--- config.mk ---
export PLATFORM = sky130hd
export DESIGN_NAME = nios_pio_bidir
export DESIGN_NICKNAME = d
export VERILOG_FILES = /design/src/rtl/nios_pio_pkg.sv /design/src/rtl/nios_pio_edge_capture.sv /design/src/rtl/nios_pio_bidir.sv
export SDC_FILE = /design/constraint.sdc
export NUM_CORES = 1
export LEC_CHECK = 0
export ABC_CLOCK_PERIOD_IN_PS = 3320
export CAP_MARGIN = 20
export CORE_UTILIZATION = 55
export CTS_CLUSTER_SIZE = 16
export DETAILED_ROUTE_END_ITERATION = 7
export PLACE_DENSITY = 0.85
export SYNTH_ARGS = -nofsm -noshare
export SYNTH_HDL_FRONTEND = slang
export SYNTH_SLANG_ARGS = --single-unit
--- constraint.sdc ---
create_clock -name clk -period 3.32 [get_ports clk]
set_clock_uncertainty 0.2 [all_clocks]
set_input_delay 0.664 -clock clk [delete_from_list [all_inputs] [get_ports clk]]
set_output_delay 0.664 -clock clk [all_outputs]
set_load 0.01 [all_outputs]
--- src/rtl/nios_pio_pkg.sv ---
// Shared constants for the Nios bidirectional PIO: register word addresses
// and edge-capture mode encodings.
package nios_pio_pkg;

    localparam logic [2:0] ADDR_DATA    = 3'd0;
    localparam logic [2:0] ADDR_DIR     = 3'd1;
    localparam logic [2:0] ADDR_IRQMASK = 3'd2;
    localparam logic [2:0] ADDR_EDGECAP = 3'd3;
    localparam logic [2:0] ADDR_OUTSET  = 3'd4;
    localparam logic [2:0] ADDR_OUTCLR  = 3'd5;

    localparam logic [1:0] EDGE_RISE = 2'd0;
    localparam logic [1:0] EDGE_FALL = 2'd1;
    localparam logic [1:0] EDGE_ANY  = 2'd2;

endpackage

--- src/rtl/nios_pio_edge_capture.sv ---
// Input synchroniser, edge detector and sticky edge-capture register.
// A detected edge beats a simultaneous write-1-to-clear on the same bit.
module nios_pio_edge_capture
    import nios_pio_pkg::*;
#(
    parameter int         DATA_WIDTH  = 18,
    parameter logic [1:0] EDGE_TYPE   = EDGE_RISE,
    parameter int         SYNC_STAGES = 2
) (
    input  logic                  clk,
    input  logic                  reset_n,
    input  logic [DATA_WIDTH-1:0] in_port,
    input  logic [DATA_WIDTH-1:0] clr,
    output logic [DATA_WIDTH-1:0] in_sync,
    output logic [DATA_WIDTH-1:0] edgecap
);

    logic [SYNC_STAGES-1:0][DATA_WIDTH-1:0] sync_r;
    logic [DATA_WIDTH-1:0]                  prev_r;
    logic [DATA_WIDTH-1:0]                  edgecap_r;
    logic [DATA_WIDTH-1:0]                  edge_s;

    assign in_sync = sync_r[SYNC_STAGES-1];
    assign edgecap = edgecap_r;

    // Synchroniser chain and one-cycle delayed copy of the synchronised input
    always_ff @(posedge clk or negedge reset_n) begin
        if (!reset_n) begin
            sync_r <= '0;
            prev_r <= '0;
        end else begin
            sync_r <= {sync_r[SYNC_STAGES-2:0], in_port};
            prev_r <= sync_r[SYNC_STAGES-1];
        end
    end

    // Edge detect for the configured capture mode
    always_comb begin
        edge_s = '0;
        case (EDGE_TYPE)
            EDGE_RISE: edge_s = in_sync & ~prev_r;
            EDGE_FALL: edge_s = ~in_sync & prev_r;
            EDGE_ANY:  edge_s = in_sync ^ prev_r;
            default:   edge_s = in_sync ^ prev_r;
        endcase
    end

    // Sticky capture register with write-1-to-clear
    always_ff @(posedge clk or negedge reset_n) begin
        if (!reset_n) begin
            edgecap_r <= '0;
        end else begin
            edgecap_r <= (edgecap_r & ~clr) | edge_s;
        end
    end

endmodule

--- src/rtl/nios_pio_bidir.sv ---
// Avalon-MM GPIO slave: output data with atomic set/clear, per-bit direction,
// synchronised inputs with edge capture, interrupt mask and level IRQ.
module nios_pio_bidir
    import nios_pio_pkg::*;
#(
    parameter int          DATA_WIDTH  = 18,
    parameter logic [31:0] RESET_VALUE = 32'h0000_0000,
    parameter logic [31:0] DIR_RESET   = 32'h0000_0000,
    parameter logic [1:0]  EDGE_TYPE   = EDGE_RISE,
    parameter int          SYNC_STAGES = 2
) (
    input  logic                  clk,
    input  logic                  reset_n,
    input  logic [2:0]            address,
    input  logic                  chipselect,
    input  logic                  write_n,
    input  logic                  read_n,
    input  logic [31:0]           writedata,
    output logic [31:0]           readdata,
    input  logic [DATA_WIDTH-1:0] in_port,
    output logic [DATA_WIDTH-1:0] out_port,
    output logic [DATA_WIDTH-1:0] oe_port,
    output logic                  irq
);

    logic                  wr_s;
    logic                  rd_s;
    logic [DATA_WIDTH-1:0] wd_s;
    logic [DATA_WIDTH-1:0] clr_s;
    logic [DATA_WIDTH-1:0] in_sync_s;
    logic [DATA_WIDTH-1:0] edgecap_s;
    logic [31:0]           rd_word_s;

    logic [DATA_WIDTH-1:0] data_out_r;
    logic [DATA_WIDTH-1:0] dir_r;
    logic [DATA_WIDTH-1:0] mask_r;
    logic [31:0]           readdata_r;
    logic                  irq_r;

    assign wr_s     = chipselect & ~write_n;
    assign rd_s     = chipselect & ~read_n;
    assign wd_s     = writedata[DATA_WIDTH-1:0];
    assign out_port = data_out_r;
    assign oe_port  = dir_r;
    assign readdata = readdata_r;
    assign irq      = irq_r;

    // Upper write-data bits beyond the PIO width carry no meaning
    if (DATA_WIDTH < 32) begin : g_unused_wd
        logic unused_wd_s;
        assign unused_wd_s = &{1'b0, writedata[31:DATA_WIDTH]};
    end

    // Write-1-to-clear strobe for the edge-capture register
    always_comb begin
        clr_s = '0;
        if (wr_s && (address == ADDR_EDGECAP)) begin
            clr_s = wd_s;
        end else begin
            clr_s = '0;
        end
    end

    nios_pio_edge_capture #(
        .DATA_WIDTH  (DATA_WIDTH),
        .EDGE_TYPE   (EDGE_TYPE),
        .SYNC_STAGES (SYNC_STAGES)
    ) u_edge_capture (
        .clk     (clk),
        .reset_n (reset_n),
        .in_port (in_port),
        .clr     (clr_s),
        .in_sync (in_sync_s),
        .edgecap (edgecap_s)
    );

    // Control register writes, including atomic output set/clear
    always_ff @(posedge clk or negedge reset_n) begin
        if (!reset_n) begin
            data_out_r <= RESET_VALUE[DATA_WIDTH-1:0];
            dir_r      <= DIR_RESET[DATA_WIDTH-1:0];
            mask_r     <= '0;
        end else if (wr_s) begin
            case (address)
                ADDR_DATA:    data_out_r <= wd_s;
                ADDR_DIR:     dir_r      <= wd_s;
                ADDR_IRQMASK: mask_r     <= wd_s;
                ADDR_OUTSET:  data_out_r <= data_out_r | wd_s;
                ADDR_OUTCLR:  data_out_r <= data_out_r & ~wd_s;
                default:      data_out_r <= data_out_r;
            endcase
        end else begin
            data_out_r <= data_out_r;
        end
    end

    // Read mux: DATA shows driven value on outputs, pin value on inputs
    always_comb begin
        rd_word_s = 32'h0000_0000;
        case (address)
            ADDR_DATA:    rd_word_s[DATA_WIDTH-1:0] = (data_out_r & dir_r) | (in_sync_s & ~dir_r);
            ADDR_DIR:     rd_word_s[DATA_WIDTH-1:0] = dir_r;
            ADDR_IRQMASK: rd_word_s[DATA_WIDTH-1:0] = mask_r;
            ADDR_EDGECAP: rd_word_s[DATA_WIDTH-1:0] = edgecap_s;
            default:      rd_word_s = 32'h0000_0000;
        endcase
    end

    // Registered read data (held between reads) and level interrupt
    always_ff @(posedge clk or negedge reset_n) begin
        if (!reset_n) begin
            readdata_r <= 32'h0000_0000;
            irq_r      <= 1'b0;
        end else begin
            if (rd_s) begin
                readdata_r <= rd_word_s;
            end else begin
                readdata_r <= readdata_r;
            end
            irq_r <= |(edgecap_s & mask_r);
        end
    end

endmodule
# Word level (Yosys, flattened, before mapping)
# Index checks and enable logic that the tools add are counted.
word_totals:
  reg_bits: 145
  output_inout_bits: 69
  input_bits: 58
  elab_cells: 41
classes:
  n_reduce_logical: 7
  n_eq_ne: 5
  bitwise_logic: 17
  mux: 3
op_table:
  columns: ["operator", "count"]
  rows:
  - ["18-bit AND", 6]
  - ["18-bit inverter", 4]
  - ["18-bit one-hot mux with 4 select lines", 1]
  - ["18-bit bitwise OR", 3]
  - ["18-bit one-hot mux with 3 select lines", 1]
  - ["18-bit 2-to-1 mux", 1]
  - ["18-bit OR reduction", 1]
  - ["3-bit by 2-bit equality test with 1-bit output (second input constant)", 2]
  - ["3-bit equality test (second input constant)", 2]
  - ["2-bit AND reduction", 3]
  - ["3-bit by 1-bit equality test with 1-bit output (second input constant)", 1]
  - ["3-bit logical NOT", 1]
  - ["3-bit nonzero test", 1]
  - ["1-bit AND", 2]
  - ["1-bit inverter", 2]
  - ["1-bit logical AND", 1]

# Depth between registers and ports, before layout
logic_depth:
  ltp_word: 7
  depth_mapped: 7
  ltp_nobuf: 4

# Cells and area by module
# A second synthesis with hierarchy kept.
unflattened:
  hier_cells: 562
  hier_area_um2: 6217.2
modules_own_cells:
  columns: ["module", "area_per_inst_um2", "n_inst", "cells_per_inst", "seq_area_each_um2"]
  rows:
  - ["nios_pio_bidir", 3920.0, 1, 418, 1826.8]
  - ["nios_pio_edge_capture", 2297.2, 1, 144, 1801.7]

# Least setup slack after synthesis
# OpenSTA, ideal clock, no wires.
synth_path:
  path_kind: "in2reg"
  start: "input write_n"
  end: "register dir_r[10], in the netlist oe_port[10]"
  path_buffers: 1
  arrival_time_ns: 1.661
  t_required_ns: 2.995
  setup_time_ns: 0.125
  path_slack_ns: 1.335
  cell_stages: 5
  path_cell_list: "nand2b_1 nor2_1 nand2_2 buf_2 mux2_2"
synth_between:
  elab_chain_cells: 3
synth_rtl:
  columns: ["item", "line", "rtl"]
  rows:
  - ["start, declared", "nios_pio_bidir.sv:16", "input logic write_n,"]
  - ["1-bit inverter", "nios_pio_bidir.sv:40", "assign wr_s = chipselect & ~write_n;"]
  - ["1-bit AND", "nios_pio_bidir.sv:40", null]
  - ["2-bit AND reduction (no line)", null, null]
  - ["end signal, assigned", "nios_pio_bidir.sv:81", "dir_r <= DIR_RESET[DATA_WIDTH-1:0];"]
  - ["end signal, assigned", "nios_pio_bidir.sv:86", "ADDR_DIR: dir_r <= wd_s;"]
  - ["end, declared", "nios_pio_bidir.sv:35", "logic [DATA_WIDTH-1:0] dir_r;"]
# Every way passes these cells.
# A chain may end at the register's enable or synchronous reset.

# Worst setup path in the final report
layout_path:
  start: "register dir_r[6], in the netlist oe_port[6]"
  end: "output oe_port[6]"
layout_lines:
  columns: ["item", "line", "rtl"]
  rows:
  - ["end, declared", "nios_pio_bidir.sv:22", "output logic [DATA_WIDTH-1:0] oe_port,"]
# No word-level cell between the ends.

==> results by group <==
Global routing
  – Met1 GRT Util: 0.411
  – Largest net degree at the start of global routing: 64
  – GR Util met2: 0.467
  – Remaining Overflow, GRT: 0
  – Initial antenna violation count: 0
  – Tot GR Track Use: 0.303
  – First-pass GRT wire length: 25000 microns
  – M3 GR Usage: 0.0767
  – Vias in the first global route: 4622
  – GR peak layer: met2

Critical path
  – Critical path buffer and inverter count: 1
  – Startpoint Class: register
  – Critical path capture point type: output port
  – Slowest cell on crit path: clkdlybuf4s50_1
  – Worst Path Required: 2460 ps
  – Setup Crit Path Kind: register to output port
  – CP peak stage delay: 570 ps
  – CP Max Fanout: 4
  – Worst-path cell chain: clkdlybuf4s50_1
  – Crit path max-delay family: buffers and inverters
  – Critical path arrival: 1540 ps

STA
  – Fin. max-slew vios: 0
  – Setup_tns: 0 ps
  – Slew HR: 0.477
  – RSZ-0062 raised after global routing: no
  – Max Clock Freq: 0.416 GHz
  – Minimum clock period: 2400 ps
  – WHS: 148 ps
  – Setup violators final: 0
  – Worst slew pin tran: 781 ps
  – Final period utilization: 0.724
  – Final Hold Viols: 0

Floorplanning
  – Die area: 11200 sq um
  – Chip Height: 106 microns
  – Core Area: 10400 sq um
  – IO Count: 127
  – Initial Util: 0.571
  – Die W: 106 microns
  – Row cnt: 37

Route
  – Total number of vias: 4533
  – DRT iter0 DRCs: 428
  – Routed vias/inst: 6.30
  – Final wirelength: 15700 microns
  – ANT nets after route: 0
  – Drt first pass iters: 5
  – Per-cell routed wire length: 21.8 microns
  – DRC: 0

Clocking
  – Post-CTS setup buffers: 0
  – Clock Path Buffers: 2
  – Clock root cell: clkbuf_8
  – Hold buffers post-CTS: 1
  – CTS Buf Count: 17
  – CTS resizes: 0
  – H-tree depth: 4
  – TritonCTS clock tree: yes
  – Clock transition at path regs: 60 ps
  – Clk sinks: 145
  – Worst-Skew Late Latency: 530 ps

Placement
  – RD Place Congestion: 0.848
  – Dpl cell area: 6990 sq um
  – Port Buf Inserts: 98
  – Placed Cells: 687
  – Post-DP HPWL: 9470 microns

Cells and area
  – Nets: 629
  – Layout cells sized above 1: 0.149
  – Most frequent cells in the layout: dfrtp_1, clkdlybuf4s50_1, a21oi_1
  – Post-layout util: 0.737
  – Most common cell after layout, fill and taps aside: dfrtp_1
  – Area delta synth->final: 29.0%
  – # diodes: 0
  – Fin area: 7640 sq um
  – Final Non-Filler Cells: 719

Synthesis
  – Synth Warn #: 0
  – Avg Cell Area, Syn: 12.7 sq um
  – Synth Flop Type: dfrtp_1
  – Post-Syn Instances: 467
  – Post-synth EDFFs: 0
  – Sequential share of the synthesized area: 0.612
  – Seq cells post-synth: 145
  – Ys async rst share: 1.00
  – Synthesized cell area: 5920 sq um
  – Yosys cell types: 32

Pwr
  – LEAKAGE: 0.00334 uW
  – Cell Pwr Density: 659 nW/um^2
  – Max rail drop VDD: 361 uV

Flow run
  – MaxCap Viol Count: 0

Outcome
  – Run status: completed

Min path
  – Hold WC Path Type: register to register
-- through the flow --
stage                     power, uW  worst slack [ps]
after detailed placement       2970               462
final                          5030               916
after CTS                      5040               907
after global routing           5220               870
after floorplan                2530              1330
after global placement         2940               534
-- Yosys cell counts (2+ instances only) --
master     count  area share
dfrtp_1      145        0.61
a221oi_1       5      0.0074
nor4b_1       18       0.027
nand3_1        2      0.0017
a22o_1        39       0.058
buf_4         18       0.023
mux2_4        10       0.025
buf_1          4      0.0025
buf_2         10      0.0084
o21ai_0       20       0.017
a311oi_1      16       0.024
buf_6          2      0.0038
a2bb2oi_1     16       0.024
a22oi_1        3      0.0038
clkbuf_1       8      0.0051
nand2_1       20       0.013
mux2_2        26       0.049
a21oi_1       54       0.046
nand2b_1      19       0.020
nor2b_1        2      0.0021
inv_1         19       0.012
-- final timing paths --
path | cells past startpoint | to | from | slack, ps
max | 1 | oe_port[6] | oe_port[6]$_DFFE_PN0P_ | 920
min | 0 | u_edge_capture.in_sync[4]$_DFF_PN0_ | u_edge_capture.sync_r[4]$_DFF_PN0_ | 150
max reg2reg | 4 | irq$_DFF_PN0_ | mask_r[14]$_DFFE_PN0P_ | 1600
min reg2reg | 0 | u_edge_capture.in_sync[4]$_DFF_PN0_ | u_edge_capture.sync_r[4]$_DFF_PN0_ | 150
max in group asynchronous | 3 | mask_r[1]$_DFFE_PN0P_ | reset_n | 1630
min in group asynchronous | 2 | oe_port[9]$_DFFE_PN0P_ | reset_n | 490
-- final cells by class --
| type | instances | area (sq um) |
|---|---|---|
| Sequential cell | 145 | 3630 |
| Fill cell | 685 | 2730 |
| Multi-Input combinational cell | 274 | 2020 |
| Timing Repair Buffer | 114 | 1110 |
| Clock buffer | 22 | 463 |
| Clock inverter | 9 | 179 |
| Tap cell | 136 | 170 |
| Inverter | 19 | 71.3 |
-- flip-flops by register name, indices dropped and copies added, names as in the netlist --
signal / flops
irq: 1
mask_r: 18
oe_port: 18
out_port: 18
readdata: 18
u_edge_capture.edgecap: 18
u_edge_capture.in_sync: 18
u_edge_capture.prev_r: 18
u_edge_capture.sync_r: 18
-- cell families (layout without fill, tap and decap cells) --
kind of cell           after synthesis  count (layout)  synth area share
AOI/OAI and AO/OA                  153             153             0.179
DFF                                145             145             0.612
and+or+nand+nor                     71              71            0.0788
buffers and inverters               61             164            0.0547
muxes                               36              36            0.0748
other                                1              14          0.000633
-- power breakdown --
group | leakage (uW) | switching [uW] | internal (uW) | total, uW
clock | 0.000307 | 707 | 1350 | 2060
sequential | 0.00171 | 203 | 1980 | 2180
combinational | 0.00133 | 336 | 460 | 796
-- routing by layer --
layer | wire [microns] | vias up
met4 | 415 | 0
li1 | - | 1897
met1 | 6230 | 2295
met3 | 1480 | 43
met5 | 0 | -
met2 | 7540 | 298
No activity file was read; power rests on OpenSTA's default activity.
